<file path="config.mk">
export PLATFORM = sky130hd
export DESIGN_NAME = mem_access_unit
export DESIGN_NICKNAME = d
export VERILOG_FILES = /design/src/rtl/mem_access_unit.sv
export SDC_FILE = /design/constraint.sdc
export NUM_CORES = 1
export LEC_CHECK = 0
export ABC_AREA = 1
export CAP_MARGIN = 5
export CORE_MARGIN = 10
export CORE_UTILIZATION = 40
export CTS_CLUSTER_SIZE = 25
export DETAILED_ROUTE_END_ITERATION = 10
export HOLD_SLACK_MARGIN = 0.12
export PLACE_DENSITY = 0.77
export SLEW_MARGIN = 25
export SYNTH_ARGS = -nofsm -noshare
export SYNTH_HDL_FRONTEND = slang
export SYNTH_SLANG_ARGS = --single-unit
</file>
<file path="constraint.sdc">
create_clock -name clk -period 1.4 [get_ports clk]
set_clock_uncertainty 0.15 [all_clocks]
set_input_delay 0.14 -clock clk [delete_from_list [all_inputs] [get_ports clk]]
set_output_delay 0.14 -clock clk [all_outputs]
set_load 0.05 [all_outputs]
</file>
<file path="src/rtl/mem_access_unit.sv">
// -----------------------------------------------------------------------------
// mem_access_unit
//
// MEM-stage data-memory access controller. It sits right after the EX/MEM
// pipeline register and feeds the MEM/WB register. One load or store from
// EX/MEM becomes a single req/ack transaction on the data-memory bus:
//   - store data is aligned to its byte lanes and gets byte enables;
//   - load data is taken from its lane and sign- or zero-extended;
//   - upstream stages are stalled while the access is in flight;
//   - a bus that never acks is abandoned after TIMEOUT_CYCLES request cycles.
// Byte order is big-endian: address offset 0 is bits 31:24 of the bus word.
//
// Optional feature (compile-time macro):
//   MEM_MISALIGN_TRAP_EN  - when defined, a misaligned halfword/word access
//                           makes no bus request and pulses access_err.
//                           When undefined, the low address bits are dropped
//                           and the access goes ahead truncated-aligned.
//
// Parameters:
//   TIMEOUT_CYCLES  request cycles without mem_ack before abort (2..255)
//   CNT_W           width of the wait counter
//
// Ports:
//   clk                  rising-edge clock
//   rst                  asynchronous active-low reset
//   MemRead_in           load request from EX/MEM
//   MemWrite_in          store request from EX/MEM
//   BHW_in[1:0]          access size: 00 word, 01 half, 10 byte, 11 illegal
//   DataMemExtendSign_in 1 = sign-extend sub-word loads, 0 = zero-extend
//   ALUResult_in[31:0]   effective address
//   ReadData2_in[31:0]   store data, right-justified
//   mem_req              bus request, held until ack or abort
//   mem_we               1 = write
//   mem_addr[31:0]       word-aligned bus address
//   mem_be[3:0]          byte enables, bit 3 = bits 31:24
//   mem_wdata[31:0]      lane-aligned store data
//   mem_rdata[31:0]      read data, valid with mem_ack
//   mem_ack              one-cycle completion strobe
//   stall                freezes upstream stages and EX/MEM
//   LoadData_out[31:0]   extended load result, valid in DONE and held
//   access_done          one-cycle pulse on successful completion
//   access_err           one-cycle pulse on illegal, misaligned or timeout
// -----------------------------------------------------------------------------
module mem_access_unit #(
    parameter int TIMEOUT_CYCLES = 16,
    parameter int CNT_W          = 8
) (
    input  logic        clk,
    input  logic        rst,
    input  logic        MemRead_in,
    input  logic        MemWrite_in,
    input  logic [1:0]  BHW_in,
    input  logic        DataMemExtendSign_in,
    input  logic [31:0] ALUResult_in,
    input  logic [31:0] ReadData2_in,
    output logic        mem_req,
    output logic        mem_we,
    output logic [31:0] mem_addr,
    output logic [3:0]  mem_be,
    output logic [31:0] mem_wdata,
    input  logic [31:0] mem_rdata,
    input  logic        mem_ack,
    output logic        stall,
    output logic [31:0] LoadData_out,
    output logic        access_done,
    output logic        access_err
);

    localparam logic [1:0] BHW_WORD = 2'b00;
    localparam logic [1:0] BHW_HALF = 2'b01;
    localparam logic [1:0] BHW_BYTE = 2'b10;
    localparam logic [1:0] BHW_ILL  = 2'b11;

    // The abort fires in the request cycle whose count equals this value,
    // so mem_req is held for exactly TIMEOUT_CYCLES cycles.
    localparam logic [CNT_W-1:0] CNT_LAST = CNT_W'(TIMEOUT_CYCLES - 1);

    typedef enum logic [1:0] {
        IDLE = 2'd0,
        REQ  = 2'd1,
        DONE = 2'd2
    } state_t;

    state_t stateReg;
    state_t stateNext;

    // Attributes of the access in flight, latched when it leaves IDLE.
    logic [1:0]       bhwReg;
    logic             signReg;
    logic [1:0]       laneReg;
    logic             isLoadReg;
    logic [CNT_W-1:0] cntReg;

    logic stallComb;

    // -------------------------------------------------------------------------
    // Request decode in IDLE
    // -------------------------------------------------------------------------
    logic oneReq;
    logic anyReq;
    logic illegalReq;
    logic trapReq;
    logic startAcc;
    logic startErr;

    assign oneReq     = MemRead_in ^ MemWrite_in;
    assign anyReq     = MemRead_in | MemWrite_in;
    // BHW=11 only matters when a memory access is actually requested;
    // non-memory instructions may carry any value in that field.
    assign illegalReq = (MemRead_in & MemWrite_in) | (anyReq & (BHW_in == BHW_ILL));

`ifdef MEM_MISALIGN_TRAP_EN
    logic misaligned;
    assign misaligned = ((BHW_in == BHW_HALF) & ALUResult_in[0]) |
                        ((BHW_in == BHW_WORD) & (ALUResult_in[1:0] != 2'b00));
    assign trapReq    = oneReq & (BHW_in != BHW_ILL) & misaligned;
`else
    // Misaligned accesses proceed with the low address bits ignored.
    assign trapReq    = 1'b0;
`endif

    assign startAcc = oneReq & (BHW_in != BHW_ILL) & ~trapReq;
    assign startErr = illegalReq | trapReq;

    // -------------------------------------------------------------------------
    // Store lane alignment
    // Lane gi carries address offset gi and maps to mem_be[3-gi] and
    // bus bits [31-8*gi -: 8].
    // -------------------------------------------------------------------------
    logic [3:0]  beNext;
    logic [31:0] wdataNext;

    genvar gi;
    generate
        for (gi = 0; gi < 4; gi++) begin : g_storeLane
            logic halfHit;
            logic byteHit;
            // Halfword lanes 0/1 are the upper half (addr[1]=0).
            assign halfHit = (ALUResult_in[1] == 1'(gi / 2));
            assign byteHit = (ALUResult_in[1:0] == 2'(gi));
            assign beNext[3-gi] = (BHW_in == BHW_WORD) |
                                  ((BHW_in == BHW_HALF) & halfHit) |
                                  ((BHW_in == BHW_BYTE) & byteHit);
        end
    endgenerate

    // Sub-word store data is replicated into every lane; the byte enables
    // pick which copy memory actually writes.
    always_comb begin
        wdataNext = ReadData2_in;
        case (BHW_in)
            BHW_HALF: wdataNext = {2{ReadData2_in[15:0]}};
            BHW_BYTE: wdataNext = {4{ReadData2_in[7:0]}};
            default:  wdataNext = ReadData2_in;
        endcase
    end

    // -------------------------------------------------------------------------
    // Load extraction and extension
    // -------------------------------------------------------------------------
    logic [7:0]  laneByte [4];
    logic [7:0]  byteSel;
    logic [15:0] halfSel;
    logic [31:0] loadExt;

    generate
        for (gi = 0; gi < 4; gi++) begin : g_loadLane
            assign laneByte[gi] = mem_rdata[31-8*gi -: 8];
        end
    endgenerate

    assign byteSel = laneByte[laneReg];
    assign halfSel = laneReg[1] ? mem_rdata[15:0] : mem_rdata[31:16];

    always_comb begin
        loadExt = mem_rdata;
        case (bhwReg)
            BHW_HALF: loadExt = {{16{signReg & halfSel[15]}}, halfSel};
            BHW_BYTE: loadExt = {{24{signReg & byteSel[7]}}, byteSel};
            default:  loadExt = mem_rdata;   // word loads ignore the sign flag
        endcase
    end

    // -------------------------------------------------------------------------
    // FSM: next state and stall
    // -------------------------------------------------------------------------
    logic timeoutHit;
    assign timeoutHit = (cntReg == CNT_LAST);

    always_comb begin
        stateNext = stateReg;
        stallComb = 1'b0;
        case (stateReg)
            IDLE: begin
                // Any memory instruction holds EX/MEM until DONE, including
                // the error path, so it is consumed exactly once.
                if (startAcc) begin
                    stallComb = 1'b1;
                    stateNext = REQ;
                end else if (startErr) begin
                    stallComb = 1'b1;
                    stateNext = DONE;
                end
            end
            REQ: begin
                stallComb = 1'b1;
                // Ack is tested first so a coincident timeout still completes.
                if (mem_ack || timeoutHit) begin
                    stateNext = DONE;
                end
            end
            DONE: begin
                stateNext = IDLE;
            end
            default: begin
                stateNext = IDLE;
            end
        endcase
    end

    // Nothing upstream stays frozen while reset is held.
    assign stall = stallComb & rst;

    // -------------------------------------------------------------------------
    // State, bus and result registers
    // -------------------------------------------------------------------------
    always_ff @(posedge clk or negedge rst) begin
        if (!rst) begin
            stateReg     <= IDLE;
            mem_req      <= 1'b0;
            mem_we       <= 1'b0;
            mem_addr     <= 32'd0;
            mem_be       <= 4'd0;
            mem_wdata    <= 32'd0;
            LoadData_out <= 32'd0;
            access_done  <= 1'b0;
            access_err   <= 1'b0;
            cntReg       <= '0;
            bhwReg       <= BHW_WORD;
            signReg      <= 1'b0;
            laneReg      <= 2'b00;
            isLoadReg    <= 1'b0;
        end else begin
            stateReg    <= stateNext;
            access_done <= 1'b0;
            access_err  <= 1'b0;
            case (stateReg)
                IDLE: begin
                    cntReg <= '0;
                    if (startAcc) begin
                        mem_req   <= 1'b1;
                        mem_we    <= MemWrite_in;
                        mem_addr  <= {ALUResult_in[31:2], 2'b00};
                        mem_be    <= beNext;
                        mem_wdata <= wdataNext;
                        bhwReg    <= BHW_in;
                        signReg   <= DataMemExtendSign_in;
                        laneReg   <= ALUResult_in[1:0];
                        isLoadReg <= MemRead_in;
                    end else if (startErr) begin
                        access_err <= 1'b1;
                    end
                end
                REQ: begin
                    if (mem_ack) begin
                        mem_req     <= 1'b0;
                        access_done <= 1'b1;
                        cntReg      <= '0;
                        if (isLoadReg) begin
                            LoadData_out <= loadExt;
                        end
                    end else if (timeoutHit) begin
                        mem_req    <= 1'b0;
                        access_err <= 1'b1;
                        cntReg     <= '0;
                    end else begin
                        cntReg <= cntReg + 1'b1;
                    end
                end
                default: begin
                    cntReg <= '0;
                end
            endcase
        end
    end

endmodule
</file>
# Yosys cells after proc, flatten, opt, wreduce, memory -nomap -nowiden
# Index checks and enable logic that the tools add are counted.
# classes
n_addsub,1
magnitude_cmp,1
n_eq_ne,15
n_mux,26
bitwise,23
reduce_logical,9
# op_table
operator,n
one-hot mux 32 bit (2 select lines),2
2-to-1 mux 8 bit,5
binary-select mux 8 bit (select 2 bit),1
2-to-1 mux 16 bit,1
bitwise AND 1 bit,12
equality test 2 bit (second input constant),5
2-to-1 mux 1 bit,10
adder 8 x 1 -> 8 bit (second input constant),1
equality test 2 x 1 -> 1 bit (second input constant),4
equality test 8 x 4 -> 1 bit (second input constant),1
OR 1 bit,8
zero test 2 bit,3
2-to-1 mux 2 bit,3
inequality test 2 bit (second input constant),3
inequality test 3 bit (second input constant),2
one-hot mux 1 bit (2 select lines),3
AND reduction 3 bit,2
one-hot mux 2 bit (2 select lines),1
AND reduction 2 bit,2
greater-or-equal comparator 3 bit (second input constant),1
inverter 2 -> 3 bit,1
nonzero test 2 bit,1
logical OR 1 bit,1
inverter 1 bit,1
XOR 1 bit,1
# totals
regBits,118
output_inout_bits,105

# Logic depth before layout (Yosys ltp)
# Gate-level depths: netlist of the first run.
# logic_depth
depth_word,7
mapped_depth,10

# Worst setup path before layout of the first run
# Ideal clock, no wire load.
# synth_path
path_kind,reg2reg
start,reg bhwReg[0]
end,reg LoadData_out[13]
arrival_ns,1.292
required_time_ns,1.132
setup_slack_ns,-0.159
path_stages_with_launch,8
path_buffers,2
synth_period_minus_slack_ns,1.559
cell_sequence,dfrtp_1 -> inv_1 -> ha_1 -> clkbuf_1 -> clkbuf_1 -> a21oi_1 -> nand2_1 -> nand2_1
# synth_via
elab_chain_cells,2
word_cells_on_any_way,3
classes_between,eq/ne (2); mux (1)
# synth_lines
item,line,text
from (decl),88,logic [1:0] bhwReg;
from (signal assigned),256,bhwReg <= BHW_in;
equality test 2 bit or equality test 2 x 1 -> 1 bit (tied branches),177,case (bhwReg)
one-hot mux 32 bit (2 select lines) *,177,
to (signal assigned),270,LoadData_out <= loadExt;
to (decl),64,"output logic [31:0] LoadData_out,"
# Mark *: on every way between the ends. The rest lies on a longest branch, timed or not.
# A chain may end at the register's enable or synchronous reset.

# Final worst setup path of the first run
# layout_path
start,reg stateReg[0]
end,reg mem_wdata[11]
# layout_via
elab_chain_cells,2
# layout_lines
item,line,text
from (decl),84,state_t stateReg;
from (signal assigned),244,stateReg <= stateNext;
zero test 2 bit,247,case (stateReg)
AND reduction 2 bit (no line),--,
to (signal assigned),255,mem_wdata <= wdataNext;
to (decl),60,"output logic [31:0] mem_wdata,"
# No other way between the ends.

==> impl_metrics.yaml, run 1 <==
outcome:
  status: "finished with violations"
  failed_checks: "negative setup slack"
logic_synthesis:
  syn_area_per_cell_sq_um: 7.947
  ys_seq_elements: 118
  yosysSeqAreaShare_pct: 52.26
  synthCells: 711
  synth.distinct_cells: 30
  synthesis.area_sq_um: 5650
  yosysWarnings: 0
final_layout:
  fin_nets: 1126
  nFillCells: 533
  synthToLayoutAreaGrowth_pct: 111.4
  fin_area_sq_um: 11950
  drive_gt1_share_pct: 46.54
timing:
  drv_slew: 0
  period_share_pct: 117.3
  rsz0062_at_grt: "yes"
  finalCriticalPeriod_ps: 1642
  holdWs_ps: 135.4
  setup-violations-final: 118
  tns_ps: -17550
  hold_viol: 0
  setup_ws_ps: -242.0
  fmax_mhz: 609.0
power_and_ir_drop:
  p_leak_nw: 5.513
  total_power_mw: 32.56
  vdd_drop_max_v: 0.002068
  power_density_nw_per_um2: 2725
setup_path:
  r2r_start: "stateReg[0]"
  worstRegToRegCells: 6
  crit_type: "flip-flop to flip-flop"
  crit_family: "flip-flops"
  critPathMaxFanout: 8
  critPathSlowestCell: "dfrtp_2"
  crit_chain: "nor2_4 > nand2_8 > buf_12 > buf_12 > a21oi_2 > a21oi_1"
  crit_top_cell: "buf_12"
  path_buf_inv: 2
  crit_start: "stateReg[0]"
  end_kind: "flip-flop"
  crit_required_ps: 1560
  slowest_delay_ps: 460
  critPathArrivalTime_ps: 1800
  cp.depth: 6
  start_kind: "flip-flop"
global_routing:
  grt-ovfl-total: 0
  grt_usage_pct: 23.41
  grt_pass1_wl_mm: 36.39
  grt_max_degree: 86
  grt_pass1_vias: 6681
  antenna_found_initial: 0
detailed_routing:
  wl_per_cell_um: 25.08
  vias_per_cell: 5.824
  routed_wl_mm: 30.27
  drc_errors: 0
  first_pass_iters: 5
  initialDrtViolationCount: 791
  num_vias: 7030
  antenna_left: 0
clocking:
  tritoncts: "built"
  htree_num_levels: 4
  cts-root-buf: "clkbuf_16"
  clk_path_buf_depth: 2
  numCtsBuffers: 17
  insertion_delay_ps: 430
  clock-sinks: 118
  clkSlewWorstSetupHoldPaths_ps: 60
worst_hold_path:
  hold_start: "BHW_in[1]"
  min_path_cells: 4
  hold_class: "input pin to flip-flop"
placement:
  post-dp-hpwl_mm: 15.49
  port_buffers: 206
  gp_congestion: 0.8801
  placed_area_sq_um: 9430
  place_ws_ps: -616.9
die:
  die_y_um: 138.9
  ios: 209
  coreArea_sq_um: 13880
  initial_core_util_pct: 40.71
  fp-row-count: 43
  die_w_um: 138.9
  dieArea_sq_um: 19280
run:
  drv_cap: 0
[area by class of cell]
type	instances	area [sq um]	area share [%]
sequential	118	2955	24.74
timing repair buffer	318	4431	37.09
multi-input combinational	503	3455	28.92
clock buffer	22	464.2	3.886
inverter	54	235.2	1.969
antenna	2	5.005	0.04190
tap	180	225.2	1.885
clock inverter	10	175.2	1.466
[flip-flops by register name, indices dropped and copies added, names as in the netlist, 2 cells and up]
signal	cells
stateReg	2
LoadData_out	32
mem_be	4
bhwReg	2
mem_wdata	32
cntReg	8
laneReg	2
mem_addr	30
[routing by layer]
| metal | GRT usage [%] | part of all wire (%) |
|---|---|---|
| met5 | 0 | 0 |
| met3 | 10.27 | 13 |
| met4 | 10.38 | 5.4 |
| met1 | 25.45 | 36 |
| met2 | 38.72 | 46 |
[per-stage QoR]
stage               utilization (%)  cells
global route                  86.02   1205
CTS                           77.80   1184
global placement              67.94   1123
detailed placement            67.94   1123
finish                        86.06   1207
floorplan                         -    712
[power by group]
group	switching (mW)	total, mW	internal [mW]
registers	2.13	7.09	4.95
clock network	1.67	4.91	3.24
logic	11.3	20.6	9.23
[worst reg2reg max path, stage by stage (launching register included)]
cell and delay [ps]:
dfrtp_2 460, nor2_4 210, nand2_8 130, buf_12 190
buf_12 150, a21oi_2 130, a21oi_1 100
[Yosys cell counts]
| master | count | share of area [%] |
|---|---|---|
| a21oi_1 | 97 | 8.6 |
| a21oi_2 | 5 | 0.77 |
| a22o_1 | 2 | 0.31 |
| buf_1 | 1 | 0.066 |
| buf_2 | 22 | 1.9 |
| buf_4 | 4 | 0.53 |
| buf_6 | 2 | 0.40 |
| clkbuf_1 | 9 | 0.60 |
| clkinv_1 | 1 | 0.066 |
| conb_1 | 1 | 0.066 |
| dfrtp_1 | 118 | 52 |
| ha_1 | 10 | 2.2 |
| inv_1 | 48 | 3.2 |
| inv_2 | 5 | 0.33 |
| nand2_1 | 233 | 15 |
| nand2_2 | 7 | 0.77 |
| nand3_1 | 27 | 2.4 |
| nand4_1 | 2 | 0.22 |
| nor2_1 | 62 | 4.1 |
| nor2_2 | 1 | 0.11 |
| nor2_4 | 1 | 0.20 |
| nor3_1 | 2 | 0.18 |
| o21a_1 | 1 | 0.13 |
| o21ai_0 | 9 | 0.80 |
| o21ai_1 | 26 | 2.3 |
| o21ai_2 | 5 | 0.77 |
| o21bai_1 | 1 | 0.13 |
| o22ai_1 | 2 | 0.22 |
| or2_1 | 6 | 0.66 |
| xor2_1 | 1 | 0.16 |
[final timing paths]
path	end	slack (ps)
max in group asynchronous	mem_wdata[29]	320
min in group asynchronous	isLoadReg	400
worst max-delay path	mem_wdata[11]	-240
worst min-delay path	bhwReg[1]	140
worst min register to register	cntReg[2]	380
worst max register to register	mem_wdata[11]	-240
[repair_timing]
item,4_1_cts,5_1_grt
resized for setup,111,220
pin swaps,24,37
cloned,2,10
hold endpoints to repair,135,2
buffers inserted,9,9
setup endpoints to repair,116,118
hold buffers,18,2
[cell usage in the layout (no fill, tap or decap), drive strengths merged]
| cell | n |
|---|---|
| clkbuf | 31 |
| a21oi | 102 |
| xor2 | 1 |
| nand2 | 241 |
| bufinv | 5 |
| o21bai | 1 |
| dfrtp | 118 |
| o21a | 1 |
| o21ai | 40 |
| conb | 2 |
| or2 | 6 |
| dlygate4sd3 | 20 |
| clkinv | 7 |
| o22ai | 2 |
| a22o | 2 |
| diode | 2 |
| inv | 51 |
| dlymetal6s2s | 2 |
| nor3 | 2 |
| clkinvlp | 1 |
| ha | 10 |
| nand4 | 2 |
| nand3 | 27 |
| buf | 188 |
| clkdlybuf4s50 | 98 |
| nor2 | 64 |
| dlygate4sd2 | 1 |
[kinds of logic after synthesis]
family,count (synthesis),synth area share (%)
xor gates and xnor gates,1,0.1550
buffers and inverters,92,7.130
AOI/OAI and AO/OA,148,14.04
and+or+nand+nor,341,24.14
adders and majority gates,10,2.214
other,1,0.06637
DFF,118,52.26
Note: power is estimated with default switching activity, not from simulation.
==> inputs of run 2 (changes only) <==
--- a/config.mk
+++ b/config.mk
@@ -7,12 +7,13 @@
 export LEC_CHECK = 0
 export ABC_AREA = 1
 export CAP_MARGIN = 5
+export CORE_ASPECT_RATIO = 0.7
 export CORE_MARGIN = 10
-export CORE_UTILIZATION = 40
+export CORE_UTILIZATION = 48
 export CTS_CLUSTER_SIZE = 25
 export DETAILED_ROUTE_END_ITERATION = 10
 export HOLD_SLACK_MARGIN = 0.12
-export PLACE_DENSITY = 0.77
+export PLACE_DENSITY = 0.87
 export SLEW_MARGIN = 25
 export SYNTH_ARGS = -nofsm -noshare
 export SYNTH_HDL_FRONTEND = slang
==> constraint.sdc (replaced) <==
create_clock -name clk -period 1.99 [get_ports clk]
set_clock_uncertainty 0.15 [all_clocks]
set_input_delay 0.199 -clock clk [delete_from_list [all_inputs] [get_ports clk]]
set_output_delay 0.199 -clock clk [all_outputs]
set_load 0.05 [all_outputs]
==> run 2 against run 1 <==
Effect of this change: the run now ends clean; critical path depth decreased by 5; sequential share of layout area is 9.2 points higher; first-iteration DRC count down 39%; global-route usage fell by 0.74 points; sequential cell count did not move; clock power is 33% lower; die area shrank 14%; sequential power fell by 41%; core utilization down 11 points; non-clock buffer count decreased by 78; worst hold slack gained 42 ps; setup slack gained 270 ps.
==> impl_metrics.yaml, run 2 (synthesis results as in run 1) <==
clocking:
  insertion_delay_ps: 400
  clock-sinks: 118
  numCtsBuffers: 17
  clkSlewWorstSetupHoldPaths_ps: 60
  clk_path_buf_depth: 2
  postCtsSetupRepairBufs: 0
  htree_num_levels: 4
  tritoncts: "built"
  cts-root-buf: "clkbuf_16"
detailed_routing:
  drt-met1-wl_mm: 7.803
  dr_wl_met3_mm: 2.460
  wl_met2_mm: 8.613
  first_pass_iters: 6
  vias_per_cell: 5.088
  antenna_left: 0
  drc_errors: 0
  routed_wl_mm: 19.07
  wl_per_cell_um: 17.29
  num_vias: 5612
  top_layer: "met4"
  initialDrtViolationCount: 481
setup_path:
  worstRegToRegCells: 10
  r2r_slack_ps: 250
  slowest_delay_ps: 840
  crit_family: "buffers and inverters"
  critPathArrivalTime_ps: 1610
  r2r_start: "bhwReg[0]"
  path_buf_inv: 1
  start_kind: "flip-flop"
  crit_chain: "clkdlybuf4s50_1"
  critPathMaxFanout: 2
  end_kind: "primary output"
  crit_required_ps: 1640
  rr_endpoint: "LoadData_out[11]"
  crit_type: "flip-flop to primary output"
  critPathSlowestCell: "clkdlybuf4s50_1"
placement:
  gp_congestion: 0.8974
  place_ws_ps: -70.34
  post-dp-hpwl_mm: 14.05
  port_buffers: 206
die:
  die_y_um: 110.8
  coreArea_sq_um: 11600
  ios: 209
  initial_core_util_pct: 48.70
  fp-row-count: 33
  die_w_um: 149.7
  dieArea_sq_um: 16580
global_routing:
  grt_pass1_wl_mm: 30.23
  grt_max_degree: 119
  grt_usage_pct: 22.68
  grt_pass1_vias: 5597
  antenna_found_initial: 0
  grt-ovfl-total: 0
timing:
  setup-violations-final: 0
  setup_ws_ps: 31.86
  holdWs_ps: 177.1
  finalCriticalPeriod_ps: 1958
  relSlewSlack_pct: 57.99
  rsz0062_at_grt: "no"
  period_share_pct: 98.40
  hold_viol: 0
  drv_slew: 0
  fmax_mhz: 510.7
  tightest_slew_ps: 630.1
final_layout:
  final_common_cell: "nand2_1"
  top_regs: "LoadData_out (32), mem_wdata (32), mem_addr (30)"
  layout_common_cells: "nand2_1 (232), clkdlybuf4s50_1 (176), dfrtp_1 (118)"
  diodes: 0
  drive_gt1_share_pct: 10.78
  fin_nets: 1047
  synthToLayoutAreaGrowth_pct: 53.99
worst_hold_path:
  hold_class: "input pin to flip-flop"
  hold_start: "ALUResult_in[6]"
  worstHoldEndpoint: "mem_addr[6]"
  min_path_cells: 3
power_and_ir_drop:
  vdd_drop_max_v: 0.001431
  p_leak_nw: 4.336
  power_density_nw_per_um2: 1910
outcome:
  status: "finished clean"
run:
  drv_cap: 0
run 2: power by group:
part	switching (mW)	internal, mW
registers	0.674	3.48
clock network	1.16	2.14
logic	6.21	2.96
total	8.04	8.58
run 2: what timing repair did:
action	CTS	global route
hold buffers	1	0
hold endpoints to repair	118	0
setup endpoints to repair	0	18
gates resized for setup	0	18
run 2: cell type report:
| class | count | area (sq um) |
|---|---|---|
| Sequential cell | 118 | 2953 |
| Fill cell | 799 | 2902 |
| Timing Repair Buffer | 240 | 2410 |
| Multi-Input combinational cell | 502 | 2301 |
| Clock buffer | 18 | 439.2 |
| Inverter | 54 | 202.7 |
| Clock inverter | 14 | 198.9 |
| Tap cell | 157 | 196.4 |
run 2: metal layers:
layer / GRT usage [%] / up-vias
met5: 0 / -
met4: 5.556 / 0
met3: 11.13 / 17
met2: 33.57 / 277
met1: 28.99 / 2610
li1: - / 2708
run 2: per-stage QoR:
step | TNS [ps] | power [mW] | cell area (sq um) | util (%) | std cells
5_1_grt | 0 | 17.51 | 8701 | 74.99 | 1103
3_3_place_gp | 0 | 13.21 | 8008 | 69.02 | 1070
3_5_place_dp | -1298 | 13.34 | 8008 | 69.02 | 1070
4_1_cts | 0 | 16.74 | 8656 | 74.60 | 1103
6_report | 0 | 16.62 | 8701 | 74.99 | 1103
2_1_floorplan | 0 | 10.06 | 5654 | - | 712
run 2: how the worst max path moves through the flow:
| stage | start | endpoint | slack [ps] | cells past startpoint |
|---|---|---|---|---|
| 2_1_floorplan | stateReg[1] | stall | 380 | 3 |
| 3_3_place_gp | MemWrite_in | mem_wdata[18] | 2 | 10 |
| 3_5_place_dp | MemRead_in | mem_addr[19] | -70 | 10 |
| 4_1_cts | mem_wdata[9] | mem_wdata[9] | 0.9 | 1 |
| 5_1_grt | mem_addr[29] | mem_addr[29] | 1 | 1 |
| 6_report | mem_wdata[8] | mem_wdata[8] | 30 | 1 |
